<file path="src/rtl/key_entry_buffer.sv">
// Keypad entry buffer: edge-detected digit/delete/enter/clear keys feeding a shift buffer.
// Optional inactivity timeout is built when KEY_ENTRY_TIMEOUT_EN is defined.
module key_entry_buffer #(
  parameter int KEY_WIDTH      = 4,
  parameter int MAX_KEYS       = 6,
  parameter int COUNT_WIDTH    = 3,
  parameter int TIMEOUT_CYCLES = 50_000_000,
  parameter int TIMER_WIDTH    = 32
) (
  input  logic                          clock,
  input  logic                          reset,
  input  logic                          keyPress,
  input  logic [KEY_WIDTH-1:0]          keyCode,
  input  logic                          deletePress,
  input  logic                          enterPress,
  input  logic                          clearPress,
  output logic [KEY_WIDTH*MAX_KEYS-1:0] keyValueStore,
  output logic [COUNT_WIDTH-1:0]        keyNumbersStore,
  output logic [KEY_WIDTH*MAX_KEYS-1:0] entryValue,
  output logic [COUNT_WIDTH-1:0]        entryLength,
  output logic                          entryValid,
  output logic                          timeoutFlag,
  output logic                          overflowFlag,
  output logic                          entryActive
);

  localparam int BufW = KEY_WIDTH * MAX_KEYS;

  typedef enum logic {IDLE, ENTRY} state_t;

  state_t state, stateNext;

  logic                 keyCur, keyPrev;
  logic                 delCur, delPrev;
  logic                 entCur, entPrev;
  logic                 clrCur, clrPrev;
  logic [KEY_WIDTH-1:0] codeCur;

  logic                   clrGo, entGo, delGo, keyGo;
  logic [BufW-1:0]        bufNext, valNext;
  logic [COUNT_WIDTH-1:0] cntNext, lenNext;
  logic                   validNext, ovfNext;
  logic                   tcHit;

  // Mask lower-priority events so exactly one (or none) acts per cycle
  assign clrGo = clrCur & ~clrPrev;
  assign entGo = entCur & ~entPrev & ~clrGo;
  assign delGo = delCur & ~delPrev & ~clrGo & ~entGo;
  assign keyGo = keyCur & ~keyPrev & ~clrGo & ~entGo & ~delGo;

  assign entryActive = (state == ENTRY);

`ifdef KEY_ENTRY_TIMEOUT_EN
  logic [TIMER_WIDTH-1:0] timer;
  logic                   anyEvt;

  assign anyEvt = clrGo | entGo | delGo | keyGo;
  assign tcHit  = (state == ENTRY) &&
                  (timer == TIMER_WIDTH'(TIMEOUT_CYCLES - 1));

  always_ff @(posedge clock or posedge reset) begin
    if (reset) begin
      timer       <= '0;
      timeoutFlag <= 1'b0;
    end else begin
      timeoutFlag <= tcHit & ~anyEvt;
      if (stateNext == IDLE || anyEvt || tcHit)
        timer <= '0;
      else
        timer <= timer + TIMER_WIDTH'(1);
    end
  end
`else
  assign tcHit       = 1'b0;
  assign timeoutFlag = 1'b0;
`endif

  always_ff @(posedge clock or posedge reset) begin
    if (reset) begin
      keyCur          <= 1'b0;
      keyPrev         <= 1'b0;
      delCur          <= 1'b0;
      delPrev         <= 1'b0;
      entCur          <= 1'b0;
      entPrev         <= 1'b0;
      clrCur          <= 1'b0;
      clrPrev         <= 1'b0;
      codeCur         <= '0;
      state           <= IDLE;
      keyValueStore   <= '0;
      keyNumbersStore <= '0;
      entryValue      <= '0;
      entryLength     <= '0;
      entryValid      <= 1'b0;
      overflowFlag    <= 1'b0;
    end else begin
      keyCur          <= keyPress;
      keyPrev         <= keyCur;
      delCur          <= deletePress;
      delPrev         <= delCur;
      entCur          <= enterPress;
      entPrev         <= entCur;
      clrCur          <= clearPress;
      clrPrev         <= clrCur;
      codeCur         <= keyCode;
      state           <= stateNext;
      keyValueStore   <= bufNext;
      keyNumbersStore <= cntNext;
      entryValue      <= valNext;
      entryLength     <= lenNext;
      entryValid      <= validNext;
      overflowFlag    <= ovfNext;
    end
  end

  always_comb begin
    stateNext = state;
    bufNext   = keyValueStore;
    cntNext   = keyNumbersStore;
    valNext   = entryValue;
    lenNext   = entryLength;
    validNext = 1'b0;
    ovfNext   = 1'b0;
    unique case (1'b1)
      clrGo: begin
        bufNext   = '0;
        cntNext   = '0;
        stateNext = IDLE;
      end
      entGo: begin
        if (state == ENTRY) begin
          valNext   = keyValueStore;
          lenNext   = keyNumbersStore;
          validNext = 1'b1;
          bufNext   = '0;
          cntNext   = '0;
          stateNext = IDLE;
        end
      end
      delGo: begin
        if (keyNumbersStore != '0) begin
          bufNext = keyValueStore >> KEY_WIDTH;
          cntNext = keyNumbersStore - COUNT_WIDTH'(1);
          if (keyNumbersStore == COUNT_WIDTH'(1))
            stateNext = IDLE;
        end
      end
      keyGo: begin
        if (keyNumbersStore < COUNT_WIDTH'(MAX_KEYS)) begin
          bufNext   = (keyValueStore << KEY_WIDTH) | BufW'(codeCur);
          cntNext   = keyNumbersStore + COUNT_WIDTH'(1);
          stateNext = ENTRY;
        end else begin
          ovfNext = 1'b1;
        end
      end
      default: begin
        if (tcHit) begin
          bufNext   = '0;
          cntNext   = '0;
          stateNext = IDLE;
        end
      end
    endcase
  end

endmodule

</file>
<file path="config.mk">
export PLATFORM = sky130hd
export DESIGN_NAME = key_entry_buffer
export DESIGN_NICKNAME = d
export VERILOG_FILES = /design/src/rtl/key_entry_buffer.sv
export SDC_FILE = /design/constraint.sdc
export NUM_CORES = 1
export LEC_CHECK = 0
export BUFFER_PORTS_ARGS = -buffer_cell sky130_fd_sc_hd__buf_2
export CORE_MARGIN = 2
export CORE_UTILIZATION = 30
export CTS_BUF_LIST = sky130_fd_sc_hd__clkbuf_2
export DETAILED_ROUTE_END_ITERATION = 6
export GPL_TIMING_DRIVEN = 0
export PLACE_DENSITY = 0.46
export SYNTH_ARGS = -nofsm -noshare
export SYNTH_HDL_FRONTEND = slang
export SYNTH_SLANG_ARGS = --single-unit
</file>
<file path="constraint.sdc">
create_clock -name clock -period 5.6 [get_ports clock]
set_input_delay 0.28 -clock clock [delete_from_list [all_inputs] [get_ports clock]]
set_output_delay 0.28 -clock clock [all_outputs]
set_load 0.01 [all_outputs]
</file>
Word level (Yosys, flattened, before mapping)
Cells that the tools add are included.
{"block": "totals", "ff_bits": 69}
{"block": "op_classes", "add_sub_neg": 2, "n_lt_le_gt_ge": 1, "n_eq_ne": 5, "mux": 16, "bitwise": 18, "n_reduce_logical": 7}
{"operator": "24-bit case mux with 4 select lines", "count": 1}
{"operator": "24-bit two-way mux", "count": 3}
{"operator": "24-bit by 4-bit bitwise OR with 24-bit output", "count": 1}
{"operator": "3-bit case mux with 4 select lines", "count": 1}
{"operator": "1-bit bitwise AND", "count": 10}
{"operator": "3-bit two-way mux", "count": 3}
{"operator": "4-bit AND reduction", "count": 2}
{"operator": "1-bit two-way mux", "count": 7}
{"operator": "1-bit NOT", "count": 7}
{"operator": "2-bit by 1-bit inequality test with 1-bit output, second input constant", "count": 3}
{"operator": "3-bit nonzero test", "count": 2}
{"operator": "4-bit nonzero test", "count": 1}
{"operator": "3-bit by 1-bit adder with 3-bit output, second input constant", "count": 1}
{"operator": "3-bit by 1-bit == test with 1-bit output, second input constant", "count": 1}
{"operator": "3-bit less-than comparator, second input constant", "count": 1}
{"operator": "1-bit case mux with 3 select lines", "count": 1}
{"operator": "3-bit by 1-bit subtractor with 3-bit output, second input constant", "count": 1}
{"operator": "2-bit inequality test, second input constant", "count": 1}
{"operator": "2-bit AND reduction", "count": 1}
{"operator": "2-bit OR reduction", "count": 1}

Logic depth before layout (Yosys ltp)
Gate-level depths: netlist of the first run.
{"block": "logic_depth", "ltp_word": 10, "depth_mapped": 8, "mapped_depth_nobuf": 7}

Worst setup path before layout of the first run
No wires, ideal clock.
{"block": "synth_timing", "path_type": "reg-to-reg", "startpoint": "register keyNumbersStore[0]", "endpoint": "register keyNumbersStore[1]", "arrival_ns": 1.435, "setup_slack_ns": 4.039, "stages_incl_launch_ff": 8, "n_path_buf": 1, "synth_period_minus_slack_ns": 1.561, "path_cell_list": "dfrtp_1 inv_1 ha_1 inv_1 o21ai_2 a31oi_4 buf_2 a21oi_1"}
{"block": "synth_between", "elab_chain_len": 3, "elab_cells_between_ends": 10, "cone_classes": "add/sub: 2; order compare: 1; eq/ne: 2; mux: 3; reduce/logical: 2"}
{"item": "start: declaration", "line_no": "18", "source": "output logic [COUNT_WIDTH-1:0] keyNumbersStore,"}
{"item": "start signal: assignment", "line_no": "108", "source": "keyNumbersStore <= cntNext;"}
{"item": "3-bit by 1-bit adder with 3-bit output, or another cell as far along", "line_no": "151", "source": "cntNext = keyNumbersStore + COUNT_WIDTH'(1);"}
{"item": "3-bit two-way mux, or another cell as far along", "line_no": "149", "source": "if (keyNumbersStore < COUNT_WIDTH'(MAX_KEYS)) begin"}
{"item": "3-bit case mux with 4 select lines or 4-bit AND reduction (tied branches)"}
Several ways; a longest one is shown, not always the timed one. The select of a mux whose other input is x is not followed.
A chain may end at the register's enable or synchronous reset.

Final worst setup path of the first run
{"block": "layout_timing", "startpoint": "register keyNumbersStore[1]", "endpoint": "register keyValueStore[16]"}
{"block": "layout_between", "elab_chain_len": 3, "elab_cells_between_ends": 5, "cone_classes": "order compare: 1; eq/ne: 2; reduce/logical: 2"}
{"item": "3-bit less-than comparator or 3-bit nonzero test (tied branches)", "line_no": "149, 141"}
{"item": "2-bit by 1-bit inequality test with 1-bit output (no line)"}
{"item": "4-bit AND reduction (no line) *"}
{"item": "end signal: assignment", "line_no": "107", "source": "keyValueStore <= bufNext;"}
{"item": "end: declaration", "line_no": "17", "source": "output logic [KEY_WIDTH*MAX_KEYS-1:0] keyValueStore,"}
Mark *: on every way between the ends. The rest lies on a longest branch, timed or not.

==> results of run 1 <==
stage by stage:
step / hold WS (ps) / setup slack, ps
2_1_floorplan: 311 / 3580
3_3_place_gp: 357 / 2560
3_5_place_dp: 309 / 3770
4_1_cts: 243 / 3740
5_1_grt: 280 / 3580
6_report: 303 / 3760
critical path, stage by stage (launching register included):
cell     delay (ps)
dfrtp_1         480
inv_1           120
ha_1            190
inv_1            70
o21ai_2          80
a31oi_4         370
buf_2           330
a21oi_1         100
cells by family after synthesis:
kind of cell,Yosys count
other,1
flip-flops,69
adder cells (fa/ha/maj),4
AND/OR/NAND/NOR,48
multiplexers,24
AO/OA/AOI/OAI,59
buffers and inverters,24
Yosys cell counts:
cell type  count
dfrtp_1       69
a21oi_1       23
nor2_1        23
a22oi_1       20
mux2_2        18
inv_1         10
nand2_1        8
o21ai_0        6
buf_6          5
nand3_1        5
buf_2          4
buf_4          4
ha_1           4
mux2_1         4
o21ai_1        4
nand2b_1       3
mux2i_1        2
nor2b_1        2
nor2b_4        2
a22o_1         1
a31oi_1        1
a31oi_4        1
a32oi_1        1
and2b_4        1
clkbuf_1       1
conb_1         1
nor3_1         1
nor3_2         1
nor4_1         1
nor4b_4        1
o211ai_1       1
o21ai_2        1
power breakdown:
part           internal [mW]  switching [mW]  total, mW
clock                  0.104           0.193      0.297
sequential             0.632           0.114      0.746
combinational          0.208           0.225      0.433
routing by layer:
layer | vias up | wire length, um | GRT usage
li1 | 971 | - | -
met1 | 1004 | 3510 | 0.213
met2 | 47 | 3070 | 0.205
met3 | 4 | 260 | 0.0374
met4 | 0 | 62 | 0.0499
met5 | - | 0 | 0
sequential cells by signal, summed over array words and instances, names as in the netlist, 3 cells and up:
signal,count
keyValueStore,24
codeCur,4
keyNumbersStore,3
entryLength,3
entryValue,24
worst max-delay path by stage:
stage / startpoint / endpoint / slack [ps] / depth (start not counted)
2_1_floorplan: reset / clrCur$_DFF_PP0_ / 3580 / 1
3_3_place_gp: reset / entryValue[16]$_DFFE_PP0P_ / 2560 / 2
3_5_place_dp: keyNumbersStore[1]$_DFFE_PP0P_ / keyValueStore[0]$_DFFE_PP0P_ / 3770 / 7
4_1_cts: keyNumbersStore[1]$_DFFE_PP0P_ / keyValueStore[2]$_DFFE_PP0P_ / 3740 / 7
5_1_grt: keyNumbersStore[1]$_DFFE_PP0P_ / keyValueStore[17]$_DFFE_PP0P_ / 3580 / 7
6_report: keyNumbersStore[1]$_DFFE_PP0P_ / keyValueStore[16]$_DFFE_PP0P_ / 3760 / 7
cell type report:
class                   count  area (um^2)
fillers                   936         5670
flip-flops and latches     69         1730
multi-input cells         136          953
repair buffers             76          440
well taps                 111          139
plain buffers              14          110
clock inverters             7         73.8
clock buffers               9         45.0
inverters                  10         40.0
timing repair:
item | 4_1_cts | 5_1_grt
endpoints found under the hold margin | 37 | 0
hold buffers | 9 | 0
resized for setup | 0 | 0
==> impl_metrics.py, run 1 <==
metrics = {
    "status": {
        "status": "complete, no violations",
    },
    "layout": {
        "nNetsFinal": 330,
        "antenna_cells": 0,
        "syn2layout_area_growth_pct": 24.8,
        "fin_util": 0.384,
        "final_common_cell": "buf_2",
        "instances_no_fill": 432,
        "layout_common_cells": "buf_2, dfrtp_1, nor2_1, a21oi_1, a22oi_1",
        "finalInstanceArea_um2": 3530,
        "drive_gt1_frac": 0.377,
    },
    "setup_path": {
        "r2r_cells": 7,
        "arrival_ps": 2220,
        "r2r_end": "keyValueStore[16]$_DFFE_PP0P_",
        "path_class": "reg -> reg",
        "r2r-start": "keyNumbersStore[1]$_DFFE_PP0P_",
        "crit_path_start_kind": "flop",
        "rrSetupSlack_ps": 3760,
        "cp.required_ps": 5980,
        "end_kind": "flop",
        "cp_max_fo": 10,
    },
    "clocking": {
        "post_cts_buffers": 0,
        "ctsRootBufferMaster": "clkbuf_2",
        "cts.sinks": 69,
        "cts_buffers": 9,
        "insertion_delay_ps": 510,
        "cts_tree": "built",
        "clk_pin_slew_ps": 210,
        "clock_path_buffers": 2,
        "htreeDepth": 3,
    },
    "placement": {
        "gp_congestion": 0.769,
        "place_hpwl_mm": 4.62,
        "place_inst": 407,
        "portBuffers": 66,
        "placed_cell_area_um2": 3320,
    },
    "power_and_ir_drop": {
        "power.total_mw": 1.48,
        "p_per_area_nw_per_um2": 418,
        "vdd_drop_max_v": 0.000123,
        "power.leakage_nw": 1.74,
    },
    "yosys": {
        "syn_nets": 243,
        "yosysWarnings": 0,
        "synth_cells": 229,
        "postSynthAreaPerCell_um2": 12.3,
        "synth_compound_area_frac": 0.133,
        "synthMuxAreaShare": 0.0947,
        "synthSimpleGateAreaFrac": 0.0903,
        "synth_top_family_by_area": "compound AO/OA/AOI/OAI gates",
        "synth_xor_area_frac": 0,
        "ys_seq_area_frac": 0.611,
        "synth_seq_cells": 69,
        "yosys.area_share.adder": 0.0177,
        "synth_area_um2": 2830,
        "synth_top_area_frac": 0.611,
        "synth_area_leaders": "dfrtp_1, mux2_2, a22oi_1, a21oi_1, nor2_1",
        "netlist.top_cell.by_area": "dfrtp_1",
        "synth.distinct_cells": 32,
    },
    "grt": {
        "grt_start_max_net_pins": 41,
        "grt_pass1_wl_mm": 11.3,
        "gr-total-overflow": 0,
        "grt_use_total": 0.145,
        "grt_pass1_vias": 1999,
        "grt_antenna_before_repair": 0,
    },
    "timing": {
        "maxSlewViolCount": 0,
        "rsz0062_at_grt": "no",
        "period_needed_ps": 1840,
        "fmax_mhz": 544,
        "period_share": 0.328,
        "setup_viol": 0,
        "report.final.hold_viol_count": 0,
        "tns_ps": 0,
        "finalClockSkew_ps": 40.3,
    },
    "flow_run": {
        "drv_cap": 0,
    },
    "floorplanning": {
        "die_w_um": 101,
        "ios": 68,
        "dieArea_um2": 10200,
        "coreArea_um2": 9200,
        "initial_utilization": 0.307,
        "fp.dieH_um": 101,
        "rows": 35,
    },
    "min_path": {
        "min_path_type": "in -> async",
    },
    "route": {
        "drt-total-wl_mm": 6.90,
        "wire_per_inst_um": 16.0,
        "dr.first_iter.drc_count": 104,
        "ant_nets": 0,
        "drc": 0,
        "vias": 2026,
        "first_pass_iters": 4,
        "viasPerCell": 4.69,
    },
}
(Power assumes the default switching activity.)
==> inputs of run 2 (changes only) <==
- ABC_AREA: unset -> 1
- PLACE_DENSITY: 0.46 -> 0.47
- clock period: 5.6 -> 1.5 ns (I/O delays scaled with it)
==> impl_metrics.py, run 2 <==
metrics = {
    "route": {
        "vias": 2563,
        "viasPerCell": 4.41,
        "drc": 0,
        "drt-total-wl_mm": 7.92,
        "dr.first_iter.drc_count": 131,
        "wire_per_inst_um": 13.6,
        "ant_nets": 0,
        "first_pass_iters": 6,
    },
    "flow_run": {
        "drv_cap": 0,
    },
    "yosys": {
        "synth_commonest_cells": "nand2_1, dfrtp_1, inv_1",
        "yosysWarnings": 0,
        "postSynthAreaPerCell_um2": 9.21,
        "synth_cells": 335,
        "synth.most_common_cell": "nand2_1",
        "synth_edf_count": 0,
        "synthArstFlopShare": 1.00,
        "synth_area_leaders": "dfrtp_1, nand2_1, o21a_1, inv_1, o21ai_0",
        "ys_seq_area_frac": 0.560,
        "syn_nets": 349,
        "netlist.top_cell.by_area": "dfrtp_1",
        "synth_area_um2": 3090,
        "synth_top_flop_cell": "dfrtp_1",
        "synth_top_area_frac": 0.560,
        "synth.distinct_cells": 28,
        "synth_seq_cells": 69,
    },
    "floorplanning": {
        "ios": 68,
        "die_w_um": 105,
        "dieArea_um2": 11100,
        "fp.dieH_um": 105,
        "rows": 37,
        "initial_utilization": 0.304,
        "coreArea_um2": 10100,
    },
    "timing": {
        "worst_slack_ps": 42.1,
        "period_share": 0.972,
        "rsz0062_at_grt": "yes",
        "report.final.hold_viol_count": 0,
        "maxSlewViolCount": 0,
        "finalClockSkew_ps": 29.3,
        "period_needed_ps": 1460,
        "fmax_mhz": 686,
        "relSlewSlack": 0.480,
        "worst-slew-pin-transition_ps": 779,
        "setup_viol": 0,
    },
    "setup_path": {
        "cp.required_ps": 1940,
        "max_stage_delay_ps": 430,
        "cp_num_cells": 9,
        "cp_max_fo": 7,
        "r2r-start": "delCur$_DFF_PP0_",
        "path_class": "reg -> reg",
        "cp_top_family": "simple AND/OR/NAND/NOR gates",
        "crit_path_start_kind": "flop",
        "endpoint": "keyValueStore[8]$_DFFE_PP0P_",
        "worstPathCellList": "inv_2 > nor2_4 > nand3_4 > nand3_4 > nand2_4 > nor2_8 > buf_6 > nand2_2 > nand2_1",
        "crit_path_frequent_cell": "nand3_4",
        "rrSetupSlack_ps": 40,
        "r2r_cells": 9,
        "cp-startpoint": "delCur$_DFF_PP0_",
        "arrival_ps": 1900,
        "crit_slowest_cell": "dfrtp_1",
        "path_buf_inv": 2,
        "end_kind": "flop",
        "r2r_end": "keyValueStore[8]$_DFFE_PP0P_",
    },
    "layout": {
        "final_common_cell": "nand2_1",
        "nNetsFinal": 454,
        "drive_gt1_frac": 0.355,
        "fin_util": 0.400,
        "n_fill_cell": 1049,
        "layout_common_cells": "nand2_1, buf_2, dfrtp_1",
        "syn2layout_area_growth_pct": 31.5,
        "instances_no_fill": 581,
        "top_regs": "entryValue (24), keyValueStore (24), codeCur (4)",
        "finalInstanceArea_um2": 4060,
        "antenna_cells": 0,
    },
    "power_and_ir_drop": {
        "netSwitchingFraction": 0.336,
        "vdd_drop_max_v": 0.000510,
        "p_per_area_nw_per_um2": 1080,
        "power.leakage_nw": 2.14,
        "p_int_mw": 2.92,
        "seqPwrFrac": 0.523,
        "pwr-share-clk": 0.206,
        "power.total_mw": 4.40,
        "pwr-share-comb": 0.271,
        "switching_power_mw": 1.48,
    },
    "clocking": {
        "insertion_delay_ps": 510,
        "cts_buffers": 9,
        "clk_pin_slew_ps": 200,
        "cts.sinks": 69,
        "htreeDepth": 3,
        "clock_path_buffers": 2,
        "cts_tree": "built",
        "ctsRootBufferMaster": "clkbuf_2",
    },
    "placement": {
        "place_inst": 538,
        "portBuffers": 66,
        "placed_cell_area_um2": 3610,
        "dp_worst_setup_slack_ps": -96.9,
        "place_hpwl_mm": 5.56,
        "gp_congestion": 0.719,
    },
    "status": {
        "status": "complete, no violations",
    },
    "grt": {
        "grt_pass1_vias": 2363,
        "grt_use_total": 0.146,
        "grt_antenna_before_repair": 0,
        "grt_pass1_wl_mm": 12.4,
        "gr-total-overflow": 0,
        "grt_start_max_net_pins": 37,
    },
    "min_path": {
        "min_path_type": "in -> reg",
    },
}
==> run 2: changes by cell type in the layout (fill, tap and decap cells not counted), moves of 17 or more <==
cell,delta
nand2_1,+112
o21a_1,+18
nor2_1,-17
a21oi_1,-22
mux2_2,-18
a22oi_1,-20
==> run 2: worst min path at each step <==
stage,startpoint,end,slack [ps],cells after the start
3_3_place_gp,keyCode[3],codeCur[3]$_DFF_PP0_,190,1
5_1_grt,enterPress,entCur$_DFF_PP0_,130,2
6_report,keyCode[3],codeCur[3]$_DFF_PP0_,180,2
2_1_floorplan,clearPress,clrCur$_DFF_PP0_,110,0
4_1_cts,keyCode[3],codeCur[3]$_DFF_PP0_,140,2
3_5_place_dp,keyCode[2],codeCur[2]$_DFF_PP0_,180,1
==> run 2: per-layer routing <==
layer	GRT usage	wire length (um)
met5	0	0
met4	0.0733	207
met3	0.0272	359
met2	0.221	3700
met1	0.201	3650
==> run 2: area by class of cell <==
class / count / area (um^2) / share of cell area
Buffer: 14 / 120 / 0.0296
Clock buffer: 9 / 45.0 / 0.0111
Clock inverter: 7 / 42.5 / 0.0105
Inverter: 33 / 133 / 0.0327
Multi-Input combinational cell: 219 / 1220 / 0.300
Sequential cell: 69 / 1730 / 0.426
Tap cell: 136 / 170 / 0.0419
Timing Repair Buffer: 94 / 604 / 0.149
==> run 2: power groups by stage <==
stage / clock network (mW) / registers (mW) / logic [mW]
floorplan: 0 / 2.46 / 0.516
finish: 0.906 / 2.30 / 1.19
detailed placement: 0 / 2.35 / 1.05
global route: 1.05 / 2.34 / 1.30
CTS: 0.949 / 2.31 / 1.12
global placement: 0 / 2.34 / 1.04
==> run 2: logic make-up (layout without fill, tap and decap cells) <==
family          after synthesis  count (layout)  share of synthesized area
compound gates               52              52                      0.103
fa+ha+maj                     4               4                     0.0162
buf+inv                      47             157                     0.0726
other cells                   1               1                    0.00122
simple gates                160             160                      0.241
xor+xnor                      2               2                    0.00568
flops                        69              69                      0.560
==> run 2: stage by stage <==
step,hold WS [ps],setup TNS (ps)
floorplan,106,0
global placement,185,-1220
detailed placement,184,-1470
CTS,142,0
global route,134,-1040
finish,182,0
==> run 2: what timing repair did <==
| action | CTS | global route |
|---|---|---|
| cloned | 0 | 3 |
| gates resized for setup | 8 | 42 |
| hold buffers | 9 | 0 |
| endpoints found under the hold margin | 41 | 0 |
| setup buffers | 7 | 8 |
| setup endpoints to repair | 20 | 54 |
| pin swaps | 3 | 33 |
